===== config.mk =====
export PLATFORM = sky130hd
export DESIGN_NAME = uart_tx
export DESIGN_NICKNAME = d
export VERILOG_FILES = /design/src/rtl/uart_tx.sv
export SDC_FILE = /design/constraint.sdc
export NUM_CORES = 1
export LEC_CHECK = 0
export ABC_AREA = 1
export CAP_MARGIN = 20
export CORE_MARGIN = 8
export CORE_UTILIZATION = 46
export CTS_BUF_LIST = sky130_fd_sc_hd__clkbuf_16
export DETAILED_ROUTE_END_ITERATION = 8
export PLACE_DENSITY = 0.66
export SLEW_MARGIN = 20
export SYNTH_ARGS = -nofsm -noshare
export SYNTH_HDL_FRONTEND = slang
export SYNTH_SLANG_ARGS = --single-unit

===== constraint.sdc =====
create_clock -name clk -period 1.6 [get_ports clk]
set_input_delay 0.4 -clock clk [delete_from_list [all_inputs] [get_ports clk]]
set_output_delay 0.4 -clock clk [all_outputs]
set_load 0.02 [all_outputs]

===== src/rtl/uart_tx.sv =====
// uart_tx: serialises AXI-Stream bytes into 8N1/8N2 UART frames, LSB first.
// Line output is registered so the start bit appears on the accept edge.
module uart_tx #(
  parameter int NCLKS_PER_BIT = 217,
  parameter int STOP_BITS     = 1
) (
  input  logic       clk,
  input  logic       rst_n,
  input  logic       axis_in_tvalid,
  output logic       axis_in_tready,
  input  logic [7:0] axis_in_tdata,
  output logic       tx_data,
  output logic       tx_busy,
  output logic       tx_done
);
  localparam int CW = $clog2(NCLKS_PER_BIT);

  if (NCLKS_PER_BIT < 2 || (STOP_BITS != 1 && STOP_BITS != 2)) begin : g_bad_param
    $fatal(1, "uart_tx: NCLKS_PER_BIT must be >= 2 and STOP_BITS 1 or 2");
  end

  typedef enum logic [1:0] {IDLE, START, DATA, STOP} state_t;

  state_t        state_q, state_d;
  logic [CW-1:0] cnt_q, cnt_d;
  logic [2:0]    bit_q, bit_d;
  logic          stop_q, stop_d;
  logic [7:0]    shift_q, shift_d;
  logic          tx_q, tx_d;
  logic          done_q, done_d;
  logic          bit_end;

  assign bit_end        = cnt_q == CW'(NCLKS_PER_BIT - 1);
  assign axis_in_tready = rst_n && state_q == IDLE;
  assign tx_data        = tx_q;
  assign tx_busy        = state_q != IDLE;
  assign tx_done        = done_q;

  always_comb begin
    state_d = state_q;
    cnt_d   = (state_q == IDLE || bit_end) ? '0 : cnt_q + 1'b1;
    bit_d   = bit_q;
    stop_d  = stop_q;
    shift_d = shift_q;
    tx_d    = tx_q;
    done_d  = 1'b0;
    case (state_q)
      IDLE: if (axis_in_tvalid && axis_in_tready) begin
        state_d = START;
        shift_d = axis_in_tdata;
        tx_d    = 1'b0;
      end
      START: if (bit_end) begin
        state_d = DATA;
        bit_d   = 3'd0;
        tx_d    = shift_q[0];
      end
      DATA: if (bit_end) begin
        state_d = (bit_q == 3'd7) ? STOP : DATA;
        bit_d   = bit_q + 1'b1;
        shift_d = shift_q >> 1;
        tx_d    = (bit_q == 3'd7) ? 1'b1 : shift_q[1];
        stop_d  = 1'b0;
      end
      STOP: if (bit_end) begin
        state_d = (stop_q == 1'(STOP_BITS - 1)) ? IDLE : STOP;
        done_d  = stop_q == 1'(STOP_BITS - 1);
        stop_d  = stop_q + 1'b1;
      end
      default: state_d = IDLE;
    endcase
  end

  always_ff @(posedge clk or negedge rst_n) begin
    if (!rst_n) begin
      state_q <= IDLE;
      cnt_q   <= '0;
      bit_q   <= '0;
      stop_q  <= 1'b0;
      shift_q <= '0;
      tx_q    <= 1'b1;
      done_q  <= 1'b0;
    end else begin
      state_q <= state_d;
      cnt_q   <= cnt_d;
      bit_q   <= bit_d;
      stop_q  <= stop_d;
      shift_q <= shift_d;
      tx_q    <= tx_d;
      done_q  <= done_d;
    end
  end
endmodule


==> results of run 1 <==
-- state kept, by name, summed over array words and instances (netlist names) --
name,cells
stop_q,1
tx_data,1
cnt_q,8
tx_done,1
shift_q,8
bit_q,3
state_q,2
-- worst min-delay path: stages, from the launching register on --
cell and delay, ns:
dfstp_2 0.36, nand2_1 0.05, nand2_1 0.04
-- layout make-up --
| type | count | area share |
|---|---|---|
| Inverter | 22 | 0.0473 |
| Timing Repair Buffer | 27 | 0.132 |
| Multi-Input combinational cell | 133 | 0.394 |
| Clock inverter | 1 | 0.0172 |
| Sequential cell | 24 | 0.345 |
| Tap cell | 31 | 0.0222 |
| Clock buffer | 3 | 0.0430 |
-- placed cells by master, fill, tap and decap left out --
master,instances
nand2_4,3
dlymetal6s2s_1,1
nand3b_1,1
nor3_1,4
nor2_2,2
nor2_1,14
buf_4,14
dfstp_2,1
o21ai_0,5
xor2_1,2
buf_2,1
o211ai_1,1
dfrtp_1,23
clkdlybuf4s50_1,9
a21oi_4,1
inv_1,18
dlygate4sd2_1,2
inv_2,3
nand3_1,14
a21oi_1,1
clkinv_1,1
a21oi_2,1
ha_1,8
o21bai_1,1
ha_2,2
nand2_1,73
bufinv_16,1
clkbuf_16,3
-- metrics by stage --
stage / power, uW / setup WS [ns] / cells
2_1_floorplan: 1710 / 0.144 / 180
3_3_place_gp: 2190 / -0.462 / 237
3_5_place_dp: 2230 / -0.453 / 237
4_1_cts: 2930 / 0.00498 / 241
5_1_grt: 3160 / 0.00848 / 241
6_report: 2910 / 0.0770 / 241
-- logic make-up (layout without fill, tap and decap cells) --
family                     count (synthesis)  in the layout  synth area share
and+or+nand+nor                          111            111             0.340
DFF                                       24             24             0.440
buffers and inverters                     23             53            0.0640
adders and majority gates                 10             10            0.0915
AOI/OAI and AO/OA                         10             10            0.0512
xor gates and xnor gates                   2              2            0.0128
-- worst max-delay path by stage --
| stage | endpoint | slack [ns] | cells past startpoint |
|---|---|---|---|
| finish | axis_in_tready | 0.08 | 5 |
| global route | shift_q[4]$_DFFE_PN0P_ | 0.008 | 9 |
| CTS | tx_busy | 0.005 | 4 |
| detailed placement | axis_in_tready | -0.45 | 4 |
| global placement | axis_in_tready | -0.46 | 4 |
| floorplan | shift_q[0]$_DFFE_PN0P_ | 0.14 | 8 |
-- power by group through the flow --
stage	clock (uW)	sequential [uW]	combinational (uW)
after global routing	743	897	1520
after CTS	719	876	1340
final	710	875	1330
after global placement	0	878	1310
after detailed placement	0	883	1340
after floorplan	0	891	822
-- routing by layer --
layer  routed length, um  share of wire  global-route usage  vias to the layer above
li1                    -              -                   -                      617
met1                1330           0.47               0.144                      545
met4                  15         0.0053              0.0402                        0
met3                 101          0.036              0.0282                        2
met2                1390           0.49               0.204                       21
met5                   0              0                   0                        -
-- what timing repair did --
item	4_1_cts	5_1_grt
hold buffers	0	0
setup endpoints to repair	3	12
resized for setup	9	6
==> metrics, run 1 <==
final setup vio count=0; Total GRT Usage=0.120; fmax=657 MHz; fraction of registers with async set/reset=1.00; Top Ports=15; worst min path class=reg2reg; # diodes=0; setup total negative slack=0 ns; number of global-route vias before repair=roughly 1,200; final slew viol count=0; combinational cell fraction of total power=0.456; clock share of power=0.244; Clk Tree Root Cell=clkbuf_16; largest net degree at the start of global routing=25; dpl cell area=between 1500 and 2000 um^2; row cnt=19; Port Buffers=14; Worst-Skew Late Latency=0.26 ns; status=finished clean; R2R setup slack=0.15 ns; Setup Buffers After CTS=0; CTS sink cnt=24; Cell Chain, Critical Path=inv_1 -> ha_2 -> nand2_1 -> inv_1 -> buf_4; CP bufs+invs=3; hold_ws=0.456 ns; crit path time final=1.52 ns; fin util=0.628; Routed Antenna Nets=0; Slew HR=0.795; Post-synth EDFFs=0; Worst Tran Pin Value=0.307 ns; Syn Std Cell Area=1370 um^2; Leak=0.000996 uW; Required @ worst endpoint=between 1 and 1.5 ns; fill cell count=between 200 and 250; reg2reg start=state_q[0]$_DFFE_PN0P_; Critical Path AT=1.12 ns; Synth Area per Inst=approximately 7.6 um^2; core footprint=2780 um^2; Clk pin slew, worst setup/hold paths=about 0.060 ns; GR Overflow Total=0; Hold Crit Endpoint=tx_data$_DFFE_PN1P_; clock buffer count from CTS=3; initial antenna violation count=0; sw frac=0.374; Die X=~71 um; unrepaired setup endpoints after global routing=no; nets=~230; DRC violations left=0; critical path class=reg2out; final wirelength=2840 um; crit path max fanout=2; CP max stage delay=between 0.3 and 0.4 ns; Critical Path Source=state_q[0]$_DFFE_PN0P_; Final Hold Fails=0; area grow syn2layout=27.7%; Max Root-Sink Buffers=2; dominant synthesized flop cell=dfrtp_1; Crit. End Element=output pin; Yosys cell types=22; post-synth top area share=0.421; dpl hpwl=2140 um; clock skew=0.00529 ns; syn nets=201; Initial DRC Count=55; Synth Instances=180; share of cells above drive strength 1=0.152; register area share after synthesis=0.440; Chip Height=70.5 um; Post-synth top cells=nand2_1, dfrtp_1, inv_1; global-route wire length before repair=5040 um; CTS tree=done; total area of sequential cells=~600 um^2; routed len/inst=11.8 um; first-pass iteration count of the detailed router=4; design area=around 1700 um^2; Worst Min Path Start=tx_data$_DFFE_PN1P_; register share of total power=0.300; initial core utilization=0.492; Register-to-Register Path Depth=8; Worst path most repeated cell=inv_1; Multi-input gate area=688 um^2; Power Density=about 1700 nW/um^2; NetSw=1090 uW; Vias=1,185; Yosys warning total=0; worst hold path depth=2; Top delay family on crit path=flip-flops; largest area contributor in the netlist=dfrtp_1; Worst path slowest cell=dfrtp_1; GPL Wtd Cong=0.815; CTS H-tree lvls=1; Final Cycle Share=0.952; FF-to-FF End=shift_q[1]$_DFFE_PN0P_; ranking of synthesized cells by area=dfrtp_1, nand2_1, ha_1; Cell Int Power=1820 uW; die footprint=4970 um^2; max cap viols=0; startpoint types=flop; count leader, synth=nand2_1; Worst VDD drop=1.15 mV; vias per std cell=4.92; Seq cells post-synth=24
No activity file was read; power rests on OpenSTA's default activity.
==> run 2: changes to the inputs <==
Settings changed: REMOVE_ABC_BUFFERS from default to 1.
==> run 2 against run 1 <==
Global-route usage is 0.23 points higher. Setup slack got worse by 0.025 ns. Critical path depth unchanged. Sequential power rose by 0.7%. Combinational power about the same. Total power down 5.1%. Routed wire length grew 0.11%. Core utilization fell by 0.94 points. Non-clock buffer count did not move. Maximum frequency fell by 1.6%. Largest cell class unchanged. Largest power group unchanged.
==> metrics, run 2 (same netlist as run 1, synthesis figures left out) <==
clock buffer count from CTS=3; Die X=70.5 um; routed len/inst=11.8 um; Top Ports=15; global-route wire length before repair=5160 um; final wirelength=2840 um; most frequent cells in the layout=nand2_1, dfrtp_1, inv_1; clock skew=between 0.004 and 0.005 ns; Worst-Skew Late Latency=~0.26 ns; worst min path class=in2async; Slew HR=0.793; Multi-input gate area=688 um^2; Vias=1,209; final setup vio count=0; Power Density=1610 nW/um^2; GR Overflow Total=0; Top Metal Used=met4; unrepaired setup endpoints after global routing=no; CTS tree=done; crit path max fanout=2; # diodes=0; dpl hpwl=2220 um; GPL Wtd Cong=0.774; biggest regs=cnt_q: 8 flops, shift_q: 8 flops, bit_q: 3 flops; Routed Antenna Nets=0; Clk Tree Root Cell=clkbuf_16; fmax=646 MHz; area grow syn2layout=25.8%; Final Hold Fails=0; register share of total power=0.319; Worst VDD drop=1.17 mV; max cap viols=0; Clk pin slew, worst setup/hold paths=0.06 ns; Total GRT Usage=0.122; row cnt=19; final slew viol count=0; clock share of power=0.196; Finished Layout Cells=around 240; nets=232; crit path time final=~1.5 ns; combinational cell fraction of total power=0.485; M1 WL=1400 um; vias per std cell=5.02; Place WS=-0.476 ns; CTS hold repair buffers=0; Required @ worst endpoint=about 1.2 ns; Leak=0.000983 uW; CTS sink cnt=24; Crit. End Element=output pin; Chip Height=70.5 um; share of cells above drive strength 1=0.152; DRC violations left=0; most common cell after layout, fill and taps aside=nand2_1; largest net degree at the start of global routing=25; first-pass iteration count of the detailed router=4; number of global-route vias before repair=1,205; Port Buffers=14; min setup slack post-route=0.0518 ns; initial core utilization=0.492; Worst Tran Pin Value=~0.31 ns; critical path class=reg2out; die footprint=4970 um^2; total area of sequential cells=602 um^2; fill cell count=275; Final Cycle Share=0.968; CTS H-tree lvls=1; Initial DRC Count=37; Critical Path AT=1.15 ns; Cell Int Power=around 1700 uW; met3 wire length=67 um; startpoint types=flop; DR WL met2=1330 um; initial antenna violation count=0; sw frac=0.398; status=finished clean; Max Root-Sink Buffers=2; Cells after DPL=237; NetSw=1100 uW; core footprint=between 2000 and 3000 um^2; R2R setup slack=0.12 ns
run 2: changes by cell type in the layout (fill, tap and decap cells not counted), sizes merged:
cell,change
bufinv,-1
clkinv,+1
run 2: cell type report:
type,count,share of cell area
Multi-Input combinational cell,133,0.400
Clock buffer,3,0.0436
Timing Repair Buffer,27,0.134
Sequential cell,24,0.350
Tap cell,31,0.0225
Inverter,22,0.0480
Clock inverter,1,0.00218
run 2: per-layer routing:
| layer | vias up | GRT usage |
|---|---|---|
| met5 | - | 0 |
| met4 | 0 | 0.0536 |
| met3 | 4 | 0.0268 |
| met2 | 14 | 0.201 |
| met1 | 571 | 0.149 |
| li1 | 620 | - |
run 2: what timing repair did:
| action | CTS | global route |
|---|---|---|
| resized for setup | 10 | 6 |
| hold endpoints to repair | 0 | 0 |
| setup buffers | 0 | 0 |
| setup endpoints to repair | 3 | 11 |
run 2: critical path: stages, from the launching register on:
cell and delay (ns):
dfrtp_1 0.38, inv_1 0.08, ha_2 0.19, nand2_1 0.05
inv_1 0.06, buf_4 0.13
run 2: worst paths after layout:
path / from / end / depth (start not counted)
max: state_q[0]$_DFFE_PN0P_ / axis_in_tready / 5
min: rst_n / shift_q[0]$_DFFE_PN0P_ / 3
max reg2reg: state_q[0]$_DFFE_PN0P_ / shift_q[7]$_DFFE_PN0P_ / 8
min reg2reg: tx_data$_DFFE_PN1P_ / tx_data$_DFFE_PN1P_ / 2
max in group asynchronous: rst_n / tx_data$_DFFE_PN1P_ / 3
min in group clk: tx_data$_DFFE_PN1P_ / tx_data$_DFFE_PN1P_ / 2
run 2: through the flow:
step	area, um^2	total power [uW]	utilization	setup TNS [ns]	hold WS, ns
2_1_floorplan	1360	1710	-	-0.222	0.104
3_3_place_gp	1640	2190	0.589	-1.27	0.447
3_5_place_dp	1640	2250	0.589	-1.43	0.454
4_1_cts	1710	2770	0.613	0	0.461
5_1_grt	1720	2980	0.619	0	0.489
6_report	1720	2770	0.619	0	0.452
run 2: power by group through the flow:
stage	clock [uW]	combinational, uW	sequential (uW)
finish	543	1340	881
global route	573	1510	896
CTS	552	1340	879
detailed placement	0	1360	888
global placement	0	1310	877
floorplan	0	816	891
